`src/rtl/gpu_cmd_pkg.sv`:
```
// Shared types and field positions for the GPU command sequencer slice.
// Command words: header {opcode, unused, tex}, vertex {x, y}.
package gpu_cmd_pkg;

    localparam int CMD_W   = 32;
    localparam int COORD_W = 16;
    localparam int TEX_W   = 8;
    localparam int WD_W    = 24;

    localparam int OP_MSB  = 31;
    localparam int OP_LSB  = 28;
    localparam int TEX_MSB = 7;
    localparam int TEX_LSB = 0;
    localparam int X_MSB   = 31;
    localparam int X_LSB   = 16;
    localparam int Y_MSB   = 15;
    localparam int Y_LSB   = 0;

    typedef enum logic [3:0] {
        OP_DRAW       = 4'd0,
        OP_CLEAR_DRAW = 4'd1,
        OP_END        = 4'd2
    } opcode_t;

    typedef enum logic [3:0] {
        ST_HDR        = 4'd0,
        ST_VTX        = 4'd1,
        ST_CLR_REQ    = 4'd2,
        ST_CLR_WAIT   = 4'd3,
        ST_RAS_REQ    = 4'd4,
        ST_RAS_WAIT   = 4'd5,
        ST_FLS_REQ    = 4'd6,
        ST_FLS_WAIT   = 4'd7,
        ST_FRAME_DONE = 4'd8
    } state_t;

    typedef struct packed {
        state_t       state;
        logic [1:0]   vtx_cnt;
        logic [15:0]  tri_cnt;
    } dbg_t;

    function automatic logic is_draw_op(input logic [3:0] op);
        return (op == OP_DRAW) || (op == OP_CLEAR_DRAW);
    endfunction

endpackage

```
`src/rtl/gpu_cmd_watchdog.sv`:
```
// Launch watchdog: counts cycles while enabled and flags expiry at TIMEOUT_CYCLES-1.
// The count freezes once expired so expire stays high until cleared.
module gpu_cmd_watchdog
    import gpu_cmd_pkg::*;
#(
    parameter logic [WD_W-1:0] TIMEOUT_CYCLES = 24'd1048576
) (
    input  logic clk,
    input  logic reset,
    input  logic clear,
    input  logic enable,
    output logic expire
);

    logic [WD_W-1:0] cnt;

    assign expire = enable && (cnt == TIMEOUT_CYCLES - 24'd1);

    always_ff @(posedge clk) begin
        if (reset || clear) begin
            cnt <= '0;
        end else if (enable && !expire) begin
            cnt <= cnt + 24'd1;
        end
    end

endmodule

```
`src/rtl/gpu_cmd_sequencer.sv`:
```
// Pops command words from the GPU FIFO and sequences clear, raster and flush
// launches, holding the latched vertex set stable until the consumer is done.
module gpu_cmd_sequencer
    import gpu_cmd_pkg::*;
#(
    parameter logic [WD_W-1:0] TIMEOUT_CYCLES = 24'd1048576
) (
    input  logic               clk,
    input  logic               reset,
    input  logic [CMD_W-1:0]   fifo_rdata,
    input  logic               fifo_empty,
    output logic               fifo_read,
    output logic               raster_start,
    input  logic               raster_done,
    output logic [TEX_W-1:0]   tex_num,
    output logic [COORD_W-1:0] x1,
    output logic [COORD_W-1:0] y1,
    output logic [COORD_W-1:0] x2,
    output logic [COORD_W-1:0] y2,
    output logic [COORD_W-1:0] x3,
    output logic [COORD_W-1:0] y3,
    output logic               clear_start,
    input  logic               clear_done,
    output logic               flush_start,
    input  logic               flush_done,
    output logic               busy,
    output logic               frame_done,
    output logic [15:0]        frame_tri_count,
    output logic               err_opcode,
    output logic               err_timeout,
    output dbg_t               dbg
);

    state_t      state;
    logic        clr_flag;
    logic [1:0]  vtx_cnt;
    logic [15:0] tri_cnt;
    logic        wd_clear;
    logic        wd_enable;
    logic        wd_expire;
    logic [3:0]  op;

    // FIFO handshake: a word transfers on every cycle with fifo_read && !fifo_empty;
    // fifo_read never looks at fifo_rdata, and nothing is popped while in reset.
    assign fifo_read = !reset && !fifo_empty && ((state == ST_HDR) || (state == ST_VTX));
    assign op        = fifo_rdata[OP_MSB:OP_LSB];

    assign wd_clear  = (state == ST_CLR_REQ) || (state == ST_RAS_REQ) || (state == ST_FLS_REQ);
    assign wd_enable = (state == ST_CLR_WAIT) || (state == ST_RAS_WAIT) || (state == ST_FLS_WAIT);

    assign dbg = '{state: state, vtx_cnt: vtx_cnt, tri_cnt: tri_cnt};

    gpu_cmd_watchdog #(.TIMEOUT_CYCLES(TIMEOUT_CYCLES)) u_watchdog (
        .clk    (clk),
        .reset  (reset),
        .clear  (wd_clear),
        .enable (wd_enable),
        .expire (wd_expire)
    );

    always_ff @(posedge clk) begin
        if (reset) begin
            state           <= ST_HDR;
            clr_flag        <= 1'b0;
            vtx_cnt         <= 2'd0;
            tri_cnt         <= 16'd0;
            tex_num         <= '0;
            x1              <= '0;
            y1              <= '0;
            x2              <= '0;
            y2              <= '0;
            x3              <= '0;
            y3              <= '0;
            raster_start    <= 1'b0;
            clear_start     <= 1'b0;
            flush_start     <= 1'b0;
            frame_done      <= 1'b0;
            busy            <= 1'b0;
            frame_tri_count <= 16'd0;
            err_opcode      <= 1'b0;
            err_timeout     <= 1'b0;
        end else begin
            // Launch pulses are raised on the edge that enters the REQ state.
            raster_start <= 1'b0;
            clear_start  <= 1'b0;
            flush_start  <= 1'b0;
            frame_done   <= 1'b0;
            busy         <= 1'b1;

            case (state)
                ST_HDR: begin
                    busy <= 1'b0;
                    if (fifo_read) begin
                        if (is_draw_op(op)) begin
                            tex_num  <= fifo_rdata[TEX_MSB:TEX_LSB];
                            clr_flag <= (op == OP_CLEAR_DRAW);
                            vtx_cnt  <= 2'd0;
                            state    <= ST_VTX;
                            busy     <= 1'b1;
                        end else if (op == OP_END) begin
                            flush_start <= 1'b1;
                            state       <= ST_FLS_REQ;
                            busy        <= 1'b1;
                        end else begin
                            err_opcode <= 1'b1;
                        end
                    end
                end

                ST_VTX: begin
                    if (fifo_read) begin
                        case (vtx_cnt)
                            2'd0: begin
                                x1 <= fifo_rdata[X_MSB:X_LSB];
                                y1 <= fifo_rdata[Y_MSB:Y_LSB];
                            end
                            2'd1: begin
                                x2 <= fifo_rdata[X_MSB:X_LSB];
                                y2 <= fifo_rdata[Y_MSB:Y_LSB];
                            end
                            default: begin
                                x3 <= fifo_rdata[X_MSB:X_LSB];
                                y3 <= fifo_rdata[Y_MSB:Y_LSB];
                            end
                        endcase
                        if (vtx_cnt == 2'd2) begin
                            if (clr_flag) begin
                                clear_start <= 1'b1;
                                state       <= ST_CLR_REQ;
                            end else begin
                                raster_start <= 1'b1;
                                state        <= ST_RAS_REQ;
                            end
                        end else begin
                            vtx_cnt <= vtx_cnt + 2'd1;
                        end
                    end
                end

                ST_CLR_REQ: state <= ST_CLR_WAIT;

                ST_CLR_WAIT: begin
                    if (clear_done) begin
                        raster_start <= 1'b1;
                        state        <= ST_RAS_REQ;
                    end else if (wd_expire) begin
                        err_timeout <= 1'b1;
                        state       <= ST_HDR;
                        busy        <= 1'b0;
                    end
                end

                ST_RAS_REQ: state <= ST_RAS_WAIT;

                ST_RAS_WAIT: begin
                    if (raster_done) begin
                        tri_cnt <= (tri_cnt == 16'hFFFF) ? tri_cnt : tri_cnt + 16'd1;
                        state   <= ST_HDR;
                        busy    <= 1'b0;
                    end else if (wd_expire) begin
                        err_timeout <= 1'b1;
                        state       <= ST_HDR;
                        busy        <= 1'b0;
                    end
                end

                ST_FLS_REQ: state <= ST_FLS_WAIT;

                ST_FLS_WAIT: begin
                    if (flush_done) begin
                        frame_tri_count <= tri_cnt;
                        tri_cnt         <= 16'd0;
                        state           <= ST_FRAME_DONE;
                    end else if (wd_expire) begin
                        // A lost flush still closes the frame's triangle count.
                        tri_cnt     <= 16'd0;
                        err_timeout <= 1'b1;
                        state       <= ST_HDR;
                        busy        <= 1'b0;
                    end
                end

                ST_FRAME_DONE: begin
                    frame_done <= 1'b1;
                    state      <= ST_HDR;
                    busy       <= 1'b0;
                end

                default: begin
                    state <= ST_HDR;
                    busy  <= 1'b0;
                end
            endcase
        end
    end

endmodule

```
`config.mk`:
```
export PLATFORM = sky130hd
export DESIGN_NAME = gpu_cmd_sequencer
export DESIGN_NICKNAME = d
export VERILOG_FILES = /design/src/rtl/gpu_cmd_pkg.sv /design/src/rtl/gpu_cmd_watchdog.sv /design/src/rtl/gpu_cmd_sequencer.sv
export SDC_FILE = /design/constraint.sdc
export NUM_CORES = 1
export LEC_CHECK = 0
export CELL_PAD_IN_SITES_DETAIL_PLACEMENT = 1
export CELL_PAD_IN_SITES_GLOBAL_PLACEMENT = 2
export CORE_MARGIN = 2
export CORE_UTILIZATION = 28
export DETAILED_ROUTE_END_ITERATION = 16
export PLACE_DENSITY = 0.88
export SLEW_MARGIN = 20
export SYNTH_ARGS = -nofsm -noshare
export SYNTH_HDL_FRONTEND = slang
export SYNTH_SLANG_ARGS = --single-unit
```
`constraint.sdc`:
```
create_clock -name clk -period 2.2 [get_ports clk]
set_input_delay 0.44 -clock clk [delete_from_list [all_inputs] [get_ports clk]]
set_output_delay 0.44 -clock clk [all_outputs]
set_load 0.005 [all_outputs]
```
Word level (Yosys, flattened, before mapping)
Index checks and enable logic that the tools add are counted.

word-level totals
  memories kept = 0
  bits in latches = 0
  bits in writable memories = 0
  ROM bits = 0
  flip-flop bits (word level) = 174
  logic and storage cells = 131
  output and inout port bits = 150

cells by class
  $mul = 0
  div/mod/pow operators = 0
  order comparisons = 0
  bitwise gates (word level) = 7
  shift-type cells = 0
  equality and inequality tests = 26
  add/subtract/negate cells = 3
  muxes and demuxes = 41
  reductions and logical operators = 34

operators with widths
  cell                     number
  $mux W16                 4
  $mux W4                  9
  $pmux W16 S2             1
  $pmux W4 S8              1
  $add A24 B1 Y24 const B  1
  $eq A24 B20 Y1 const B   1
  $mux W1                  17
  $add A16 B1 Y16 const B  1
  $eq A16 B16 Y1 const B   1
  $eq A4 B3 Y1 const B     4
  $ne A2 B2 Y1 const B     8
  $reduce_and A4 Y1        4
  $eq A4 B2 Y1 const B     3
  $reduce_and A3 Y1        4
  $reduce_or A4 Y1         3
  $eq A4 B1 Y1 const B     2
  $logic_not A4 Y1         2
  $mux W2                  4
  $logic_or A1 B1 Y1       7
  $not A1 Y1               7
  $pmux W1 S5              1
  $reduce_and A5 Y1        1
  $eq A4 B4 Y1 const B     1
  $logic_and A1 B1 Y1      4
  other kinds (16)         20

Depth between registers and ports, before layout
Gate-level depths: netlist of run 1.

  depth in word-level cells = 7
  gate-level depth with buffers = 9
  gate-level depth less buffers = 6

Hierarchy
A second synthesis of run 1 with hierarchy kept.

second synthesis, totals
  cell total of the unflattened synthesis = 847
  area total of the unflattened synthesis = 7183.1 um2

by module, submodules not included
  module             sequential area each (um2)  area an instance (um2)  cells each  instances
  gpu_cmd_sequencer  3002.9                      5909.4                  702         1
  gpu_cmd_watchdog   480.5                       1273.7                  145         1

Least setup slack after synthesis of run 1
OpenSTA, ideal clock, no wires.

  path kind = register to register
  start point = register u_watchdog.cnt[23]
  end point = register tri_cnt[2]
  setup slack = 0.161 ns
  period minus slack after synthesis = 2.039 ns
  arrival time = 1.907 ns
  stages on the path, launching flop included = 6
  required time = 2.068 ns
  cells stage by stage = dfxtp_1 > or4_4 > nor4_4 > a21oi_2 > o31ai_1 > a21oi_1

between the ends
  longest elaborated chain between the ends = 4

RTL lines
  element                      RTL line                  source
  start, declared              gpu_cmd_watchdog.sv:15    logic [WD_W-1:0] cnt;
  start signal, assigned       gpu_cmd_watchdog.sv:23    cnt <= cnt + 24'd1;
  $eq A24 B20 Y1               gpu_cmd_watchdog.sv:17    assign expire = enable && (cnt == TIMEOUT_CYCLES - 24'd1);
  $logic_and A1 B1 Y1          gpu_cmd_watchdog.sv:17
  $ne A3 B2 Y1 (no line)       --
  $reduce_and A4 Y1 (no line)  --
  end signal, assigned         gpu_cmd_sequencer.sv:157  tri_cnt <= (tri_cnt == 16'hFFFF) ? tri_cnt : tri_cnt + 16'd1;
  end, declared                gpu_cmd_sequencer.sv:37   logic [15:0] tri_cnt;

Every way passes these cells.
A chain may end at the register's enable or synchronous reset.

Final worst setup path of run 1
  start point = register u_watchdog.cnt[23]
  end point = register u_watchdog.cnt[9]

between the ends
  longest elaborated chain between the ends = 4

RTL lines
  element              RTL line                source
  $eq A24 B20 Y1       gpu_cmd_watchdog.sv:17
  $logic_and A1 B1 Y1  gpu_cmd_watchdog.sv:17
  $logic_not A1 Y1     gpu_cmd_watchdog.sv:22  end else if (enable && !expire) begin
  $logic_and A1 B1 Y1  gpu_cmd_watchdog.sv:22

Every way passes these cells.

==> flow_summary.yaml, run 1 <==
synthesis:
  syn_nets: 889
  synth_async_sr_flop_share_pct: 0
  synth-warning-count: 0
  complex_gate_fraction_of_the_synthesized_area_pct: 15.1
  synth-simple-area-share_pct: 24.1
  synth-seq-cells: 174
  post_synth_xor_area_fraction_pct: 1.59
  yosysUniqueCellTypes: 61
  syn_area_sq_um: 7140
  synth_edf_count: 0
  yosys_most_used_dff: "dfxtp_1"
  synth_top_cell_by_area: "dfxtp_1"
  yosys-top-cells-area: "dfxtp_1 (49%), nand2_1 (9.9%), a21oi_1 (7.4%)"
  combinational_family_with_the_most_area_after_synthesis: "simple AND/OR/NAND/NOR gates"
  synth_mux_area_share_pct: 6.19
  yosysSeqAreaShare_pct: 48.8
  synth_top_area_share_pct: 48.8
  synthesis.area_per_instance_sq_um: 8.44
  syn_inst: 846
  yosys.area_share.adder_pct: 0.876
critical_path:
  worst_r2r_path_depth: 5
  critical-path-top-cell-by-count: "or4_4"
  endpoint_of_the_worst_slack_reg_to_reg_timing_path: "u_watchdog.cnt[9]"
  r2r_start: "u_watchdog.cnt[23]"
  reg2reg_setup_slack_ns: 0.1
  path_max_fanout: 6
  cp_data_required_time_ns: 2.56
  crit_buf_inv: 0
  setup.worst_path.class: "register to register"
  crit_path_cell_trace: "or4_4 > or4_4 > o21ai_2 > o31ai_1 > a21oi_1"
  path_delay_family: "simple AND/OR/NAND/NOR gates"
  startpoint_type: "register"
  worstSetupEndpointType: "register"
  timing.critical_path.slowest_cell_delay_ns: 0.60
  critical-path-slowest-cell: "or4_4"
  worst_endpoint_data_arrival_time_ns: 2.46
layout:
  final_core_utilization_pct: 41.9
  layout_commonest_cell: "nand2_1"
  most-common-layout-cells: "nand2_1 (189), clkdlybuf4s50_1 (185), dfxtp_1 (172)"
  filler_cell_count: 2974
  finalNetCount: 1124
  layout.cells.non_filler: 1423
  fin_area_sq_um: 10500
  post_route_cells_drive_above_1_share_pct: 12.8
  antenna_cells_inserted: 0
  syn_to_final_growth_pct: 47.4
pwr:
  irDropWorstVdd_mv: 0.480
  post-layout-total-power_mw: 7.61
  power.leakage_nw: 3.78
  powerDensity_nw_per_um2: 723
sta:
  timing.final.setup_violations: 0
  skew_ns: 0.00905
  rsz0062_at_grt: "yes"
  period_minus_slack_ns: 2.10
  final-hold-violation-count: 0
  tightest_slew_ns: 0.804
  setup_tns_ns: 0
  max_fclk_ghz: 0.476
  maxSlewViolCount: 0
  timing.max_slew.rel_slack_pct: 46.4
  timing.hold.ws_ns: 0.296
  setup_slack_ns: 0.0972
  period_share_pct: 95.6
routing:
  drc: 0
  dr_total_vias: 6994
  detailed_routing_iterations_pass_1: 4
  totalWireLength_um: 24500
  route.detailed.wl_per_inst_um: 17.2
  vias_per_cell: 4.91
  drtIter0Drc: 423
  route.antenna.remaining_nets: 0
die:
  dieHeight_um: 164
  initial_utilization_pct: 28.4
  die-area_sq_um: 26800
  die_w_um: 164
  core.rowCount: 58
  io_pins: 188
  design.core.area_sq_um: 25100
global_routing:
  globalRouteTotalUtil_pct: 18.1
  antenna_found_initial: 0
  grt.overflow.total: 0
  maximum_number_of_pins_on_one_net_before_global_route_repair: 74
  first_global_vias: 6999
  global_route_wire_length_before_repair_um: 38400
clocking:
  cts-root-buf: "clkbuf_16"
  clkLatencyLatePin_ns: 0.43
  clkSlewWorstSetupHoldPaths_ns: 0.07
  cts_tree: "yes"
  cts-buffers-inserted: 17
  clockBufferDepth: 2
  cts_max_level: 4
  cts_num_sinks: 174
hold_path:
  worst_hold_path.num_cells: 2
  hp-start: "reset"
  kind_of_path_behind_the_tightest_hold_check: "input pin to register"
  holdPathEnd: "err_opcode"
placement:
  detailed_place_hpwl_um: 17600
  port-buffer-count: 187
  routabilityCongestion: 0.787
  detailedPlace.worstSlack_ns: -0.100
  post_dp_cell_area_sq_um: 9890
  inst_count_dp: 1390
status:
  outcome: "completed"
flow_run:
  drv.max_cap_violation_count: 0
[logic make-up after synthesis]
kind of cell | Yosys count
AOI/OAI and AO/OA | 173
muxes | 44
xor gates and xnor gates | 13
buffers and inverters | 60
and+or+nand+nor | 377
DFF | 174
adders and majority gates | 5
[report_power, final]
part	leakage [nW]	internal, mW	total (mW)	switching [mW]
sequential	1.40	3.25	3.34	0.0931
clock	0.273	1.51	2.97	1.46
combinational	2.10	0.597	1.29	0.697
[registers in the layout, summed over array words and instances (netlist names)]
name	cells
u_watchdog.cnt	24
frame_tri_count	16
tri_cnt	16
x1	16
x2	16
x3	16
y1	16
y2	16
y3	16
tex_num	8
state	4
vtx_cnt	2
busy	1
clear_start	1
clr_flag	1
err_opcode	1
err_timeout	1
flush_start	1
frame_done	1
raster_start	1
[worst register-to-register path: stages, from the launching register on]
cell,delay (ns)
dfxtp_1,0.33
or4_4,0.56
or4_4,0.60
o21ai_2,0.27
o31ai_1,0.13
a21oi_1,0.15
[cell usage after synthesis (3+ instances only)]
library cell  number
inv_1             11
o21ai_0           10
nand3_1           24
dfxtp_1          174
and3_1             7
xnor2_1            8
or2_2              6
mux2i_1           43
and4_1             3
a21oi_1          105
nor2b_1            3
o211ai_1           7
or4_1             10
o31ai_1            7
nor3_1            11
o221ai_1           3
or3_1              8
a311oi_1           6
or4_4              3
and2_1             4
nand4_1           11
a211oi_1           5
o32ai_1            3
buf_2              9
nand2_1          189
nand2b_1           6
nor4_1             5
clkbuf_1          38
nor2_1            77
ha_1               5
a31oi_1            7
xor2_1             5
[area by class of cell]
cell class / instances / area [sq um] / share of cell area [%]
timing repair buffer: 263 / 2530 / 24.0
multi-input combinational: 613 / 3470 / 33.0
sequential: 174 / 3490 / 33.2
clock buffer: 17 / 425 / 4.04
inverter: 12 / 45.0 / 0.428
clock inverter: 14 / 149 / 1.42
tap: 330 / 413 / 3.92
[routing by layer]
metal	track usage (%)	up-vias	wire length (um)
met5	0	-	0
met4	5.58	0	464
met3	2.51	27	780
met2	29.8	140	11700
met1	24.6	3414	11500
li1	-	3413	-
[what timing repair did]
action / CTS / global route
setup endpoints to repair: 7 / 9
hold buffers: 0 / 0
gates cloned: 1 / 0
buffers inserted: 1 / 0
gates resized for setup: 7 / 5
[how the worst max path moves through the flow]
stage | slack [ns] | cells past startpoint | startpoint | end
3_3_place_gp | 0.02 | 7 | fifo_rdata[31] | state[0]
2_1_floorplan | 0.16 | 5 | u_watchdog.cnt[23] | tri_cnt[2]
3_5_place_dp | -0.10 | 7 | fifo_rdata[31] | state[0]
4_1_cts | 0.10 | 6 | u_watchdog.cnt[23] | tri_cnt[7]
5_1_grt | -0.02 | 5 | u_watchdog.cnt[9] | u_watchdog.cnt[13]
6_report | 0.1 | 5 | u_watchdog.cnt[23] | u_watchdog.cnt[9]
Note: power is estimated with default switching activity, not from simulation.
==> inputs of run 2 (changes only) <==
- CAP_MARGIN: unset -> 10
==> results of run 2 <==
The final DEF is identical to that of run 1; final timing and power are the same.
==> RTL change 1: new RTL, config.mk and constraints of run 1 <==
`TIMEOUT_CYCLES` is set to 24'd1048576 in 2 places; all go to 24'd524288.
--- a/src/rtl/gpu_cmd_watchdog.sv
+++ b/src/rtl/gpu_cmd_watchdog.sv
@@ -5,3 +5,3 @@
 #(
-    parameter logic [WD_W-1:0] TIMEOUT_CYCLES = 24'd1048576
+    parameter logic [WD_W-1:0] TIMEOUT_CYCLES = 24'd524288
 ) (
--- a/src/rtl/gpu_cmd_sequencer.sv
+++ b/src/rtl/gpu_cmd_sequencer.sv
@@ -5,3 +5,3 @@
 #(
-    parameter logic [WD_W-1:0] TIMEOUT_CYCLES = 24'd1048576
+    parameter logic [WD_W-1:0] TIMEOUT_CYCLES = 24'd524288
 ) (
Check against the original RTL: same outputs for any inputs over 4 cycles, from zero or initial values and one cycle with reset high; that may be too few to reach the edited logic, so the function may still have changed.
==> RTL change 1 against run 1 <==
  * The flow now finishes with violations (negative setup slack)
  * Cell area up 0.39%
  * Setup slack got worse by 100 ps
  * Area after synthesis is essentially flat
  * Core utilization rose by 0.16 points
  * Global-route usage grew 0.64 points
  * Synthesized cell count is 5.0% higher
  * Die area hardly changed
  * Routed wire length increased by 3.3%
  * Count of clock-buffer cells in the layout is 1 higher
  * Sequential cell count did not move
Power is not compared: it rests on default switching activity, and its combinational part moved more than twofold at a synthesized area within 25%.
==> RTL change 1: results (changes against run 1) <==
[outcome]
outcome=finished, violations left
violations=negative setup slack

[min_path]
whs_endpoint=state[0]
worst_hold_path.num_cells=2  ; unchanged

[synthesis]
synth_adder_area_share_pct=0.876  ; about the same
ys_types=55  ; -9.8%
syn-num-nets=931  ; +4.7%
synth_xor_area_share_pct=1.72  ; +0.12 points
yosys-top-cells-area=dfxtp_1, nand2_1, a21oi_1
synthMuxAreaShare_pct=2.10  ; -4.1 points
synth_compound_area_share_pct=17.1  ; +2.0 points
synth_seq_area_share_pct=48.8  ; about the same

[sta]
hold_ws_ps=303  ; +6.56 ps
skew_ps=17.3  ; +8.27 ps
finalSetupViolations=1  ; +1
layout_setup_ws_ps=-4.73  ; -102 ps

[placement]
place_congestion=0.803  ; +2.0%
detailedPlacementHpwl_um=18000  ; +2.4%
placed_area_sq_um=9880  ; -0.10%

[final_layout]
multi_input_area_sq_um=3450  ; -0.65%
nets=1157  ; +2.9%
seqCellArea_sq_um=3490  ; -0.14%
bufAreaShareNonClock_pct=24.3  ; +0.28 points
multi_input_area_share_pct=32.6  ; -0.34 points
multi_input_gates=645  ; +5.2%
clkbuf_count=18  ; +1
final-clk-cell-share_pct=5.72  ; +0.26 points
nFillCells=3008  ; +1.1%

[critical_path]
slowest_stage=or4b_4
ff2ff_path_depth=7  ; +2
critPathMaxStageDelay_ps=570  ; -30 ps
cp_max_fo=19  ; +13
cp_top_family=simple AND/OR/NAND/NOR gates
crit_end=tri_cnt[15]
arrival_ps=2570  ; +110 ps

[global_routing]
grt_usage_pct=18.8  ; +0.64 points
grt_max_degree=109  ; +47%
antenna_found_initial=1  ; +1

[detailed_routing]
drt_iter0_markers=359  ; -15%
routedWlPerCell_um=17.3  ; +0.81%

[clocking]
clockRootBuffer=clkbuf_16

==> RTL change 1: cell types whose count changed in the layout (fill, tap and decap cells not counted), sizes merged, moves of 3 or more <==
| cell | before | now |
|---|---|---|
| o32ai | 3 | 0 |
| o41ai | 0 | 3 |
| nand2 | 189 | 232 |
| o311ai | 1 | 4 |
| clkinv | 4 | 7 |
| nor2 | 78 | 54 |
| clkinvlp | 3 | 0 |
| mux2i | 43 | 15 |
| o221ai | 3 | 0 |
| a21oi | 106 | 134 |
| nand3 | 24 | 35 |
==> RTL change 1: per-stage QoR <==
step	instances	setup WS, ps
after global routing	1457	-123
final	1458	-4.73
after floorplan	888	131
after global placement	1424	41.2
after detailed placement	1424	-8.35
after CTS	1457	21.6
==> RTL change 1: worst reg2reg max path, cell delays in order (launching register included) <==
cell	delay, ps
dfxtp_2	340
or4b_4	570
nor4_4	140
buf_4	150
a311oi_2	110
buf_12	180
or4_1	500
a21oi_2	150
==> RTL change 1: per-layer routing <==
layer / share of wire [%] / GRT usage [%] / vias to the layer above / wire length [um]
met5: 0 / 0 / - / 0
met4: 1.1 / 4.47 / 0 / 288
met3: 5.2 / 4.09 / 16 / 1320
met2: 48 / 31.5 / 140 / 12200
met1: 46 / 24.6 / 3516 / 11500
li1: - / - / 3532 / -
==> RTL change 1: power groups by stage <==
| stage | Combinational [W] | Clock (W) | Sequential [W] |
|---|---|---|---|
| 2_1_floorplan | 0.000284 | 0 | 0.00327 |
| 3_3_place_gp | 0.000606 | 0 | 0.00327 |
| 3_5_place_dp | 0.000610 | 0 | 0.00327 |
| 4_1_cts | 0.000627 | 0.00314 | 0.00320 |
| 5_1_grt | 0.000681 | 0.00327 | 0.00320 |
| 6_report | 0.000622 | 0.00306 | 0.00320 |
==> RTL change 2: new RTL, settings of run 1 <==
Without the edit above. Register the output `frame_tri_count` once more, cleared by the reset; this adds one clock of latency there. The other outputs are not delayed to match.
--- a/src/rtl/gpu_cmd_sequencer.sv
+++ b/src/rtl/gpu_cmd_sequencer.sv
@@ -33,2 +33,4 @@
 
+    logic [15:0] frame_tri_count_s0;
+
     state_t      state;
@@ -78,3 +80,3 @@
             busy            <= 1'b0;
-            frame_tri_count <= 16'd0;
+            frame_tri_count_s0 <= 16'd0;
             err_opcode      <= 1'b0;
@@ -170,3 +172,3 @@
                     if (flush_done) begin
-                        frame_tri_count <= tri_cnt;
+                        frame_tri_count_s0 <= tri_cnt;
                         tri_cnt         <= 16'd0;
@@ -196,2 +198,10 @@
 
+    always_ff @(posedge clk) begin
+        if (reset) begin
+            frame_tri_count <= '0;
+        end else begin
+            frame_tri_count <= frame_tri_count_s0;
+        end
+    end
+
 endmodule
Check against the original RTL: no difference found for any inputs over 4 cycles, from zero or initial values and one cycle with reset high; that may be too few to reach the edited logic, so the function may still have changed.
==> RTL change 2 against run 1 <==
  * Cell area increased by 3.3%
  * Setup slack worse by 1.7 ps
  * Count of clock-buffer cells in the layout grew 1
  * Routed wire length up 5.9%
  * Non-clock buffer count is 5 lower
  * Area after synthesis increased by 5.8%
  * Sequential cell count rose by 16
  * Largest cell class unchanged
Power is not compared: it rests on default switching activity, and its combinational part moved more than twofold at a synthesized area within 25%.
==> RTL change 2: results (changes against run 1) <==
[sta]
hold_ws_ps=280  ; -16.1 ps
slew_headroom_pct=63.9  ; +17 points
skew_ps=24.1  ; +15.0 ps

[min_path]
whs_endpoint=y2[2]
hp-start=reset

[final_layout]
largest_register_ffs=24  ; unchanged
drive_above_1_share_pct=10.2  ; -2.6 points
nets=1177  ; +4.7%

[power_and_ir_drop]
p_int_w=0.00527

[detailed_routing]
drt_iter0_markers=422  ; -0.24%
wirelength_um=25900  ; +5.9%
vias=7350  ; +5.1%
routedWlPerCell_um=17.4  ; +1.2%

[global_routing]
met3_usage_pct=3.39  ; +0.87 points
antenna_found_initial=2  ; +2
grt_pass1_wl_um=41300  ; +7.6%
use_met2_pct=30.6  ; +0.87 points
grt_max_degree=117  ; +58%
grt_pass1_vias=7590  ; +8.4%
grt_usage_pct=18.3  ; +0.16 points
met1_usage_pct=23.5  ; -1.1 points

[synthesis]
synth_warnings=0  ; unchanged
synth_seq_area_share_pct=50.3  ; +1.6 points
yosys-top-cells-count=nand2_1, dfxtp_1, a21oi_1
synth_area_per_cell_sq_um=8.22  ; -2.6%
yosys-top-cells-area=dfxtp_1, nand2_1, a21oi_1
ys_types=56  ; -8.2%
syn-num-nets=962  ; +8.2%

[clocking]
cts_buffers=17  ; unchanged
cts_buffer_depth=2  ; unchanged

[critical_path]
cp_max_fo=11  ; +5
reg2reg_to=tri_cnt[15]
ff2ff_path_depth=6  ; +1
slowest_stage=clkdlybuf4s50_1
r2r_start=u_watchdog.cnt[0]
arrival_ps=1660  ; -800 ps
critPathMaxStageDelay_ps=550  ; -50 ps

[placement]
place_inst=1456  ; +4.7%
place_congestion=0.822  ; +4.5%
detailedPlacementHpwl_um=18300  ; +4.2%
pre_cts_ws_ps=-117  ; -16.9 ps

[outcome]
outcome=complete, no violations

[RTL change 2: cell count changes after synthesis, sizes merged, moves of 10 or more]
cell   change
o21ai     +12
dfxtp     +16
nor2b     +16
nand3     -10
nor2      -37
a21oi     +37
nand2     +67
mux2i     -30
[RTL change 2: kinds of logic after synthesis]
logic type	Yosys count	synth area share, %
compound gates	218	16.7
xor+xnor	9	1.04
fa+ha+maj	5	0.828
buf+inv	67	3.69
flops	190	50.3
mux	13	1.72
simple gates	417	25.7
[RTL change 2: area by class of cell]
cell class | instances | area (sq um)
well taps | 341 | 427
repair buffers | 258 | 2530
fillers | 3143 | 15900
flip-flops and latches | 190 | 3810
diodes | 1 | 2.50
clock buffers | 18 | 439
multi-input cells | 662 | 3490
clock inverters | 14 | 144
inverters | 5 | 18.8
[RTL change 2: per-stage QoR]
stage | setup TNS [ps] | total power [W] | instance area, sq um | util, %
4_1_cts | 0 | 0.00725 | 10800 | 40.6
2_1_floorplan | 0 | 0.00379 | 7550 | -
6_report | 0 | 0.00714 | 10900 | 40.7
5_1_grt | -15.1 | 0.00744 | 10900 | 40.7
3_5_place_dp | -318 | 0.00411 | 10200 | 38.3
3_3_place_gp | -85.5 | 0.00410 | 10200 | 38.3
[RTL change 2: metal layers]
metal | share of wire (%) | vias up | wire length, um
li1 | - | 3606 | -
met1 | 46 | 3557 | 11900
met4 | 2.4 | 2 | 633
met3 | 3.5 | 43 | 900
met5 | 0.035 | - | 9
met2 | 48 | 142 | 12500
[RTL change 2: power by group through the flow]
stage | Combinational (W) | Sequential [W] | Clock, W
2_1_floorplan | 0.000233 | 0.00356 | 0
3_3_place_gp | 0.000525 | 0.00358 | 0
3_5_place_dp | 0.000532 | 0.00358 | 0
4_1_cts | 0.000547 | 0.00350 | 0.00320
5_1_grt | 0.000593 | 0.00350 | 0.00335
6_report | 0.000542 | 0.00350 | 0.00310
[RTL change 2: how the worst max path moves through the flow]
stage / startpoint / to / slack, ps / cells after the start
finish: state[0] / dbg[18] / 100 / 2
global route: u_watchdog.cnt[0] / tri_cnt[9] / -8 / 6
CTS: fifo_empty / fifo_read / 10 / 4
detailed placement: fifo_rdata[29] / vtx_cnt[0] / -120 / 7
global placement: fifo_rdata[29] / vtx_cnt[1] / -50 / 7
floorplan: tri_cnt[0] / tri_cnt[10] / 90 / 7
[RTL change 2: critical path, delay by kind of cell, from the launching register on]
kind	cells	cell delay, ps
flip-flops	1	460
buffers and inverters	2	770
[RTL change 2: repair_timing]
item	in CTS	in global routing
setup buffers	1	0
setup endpoints to repair	1	6
pin swaps	0	1
endpoints found under the hold margin	0	0
gates resized for setup	6	5
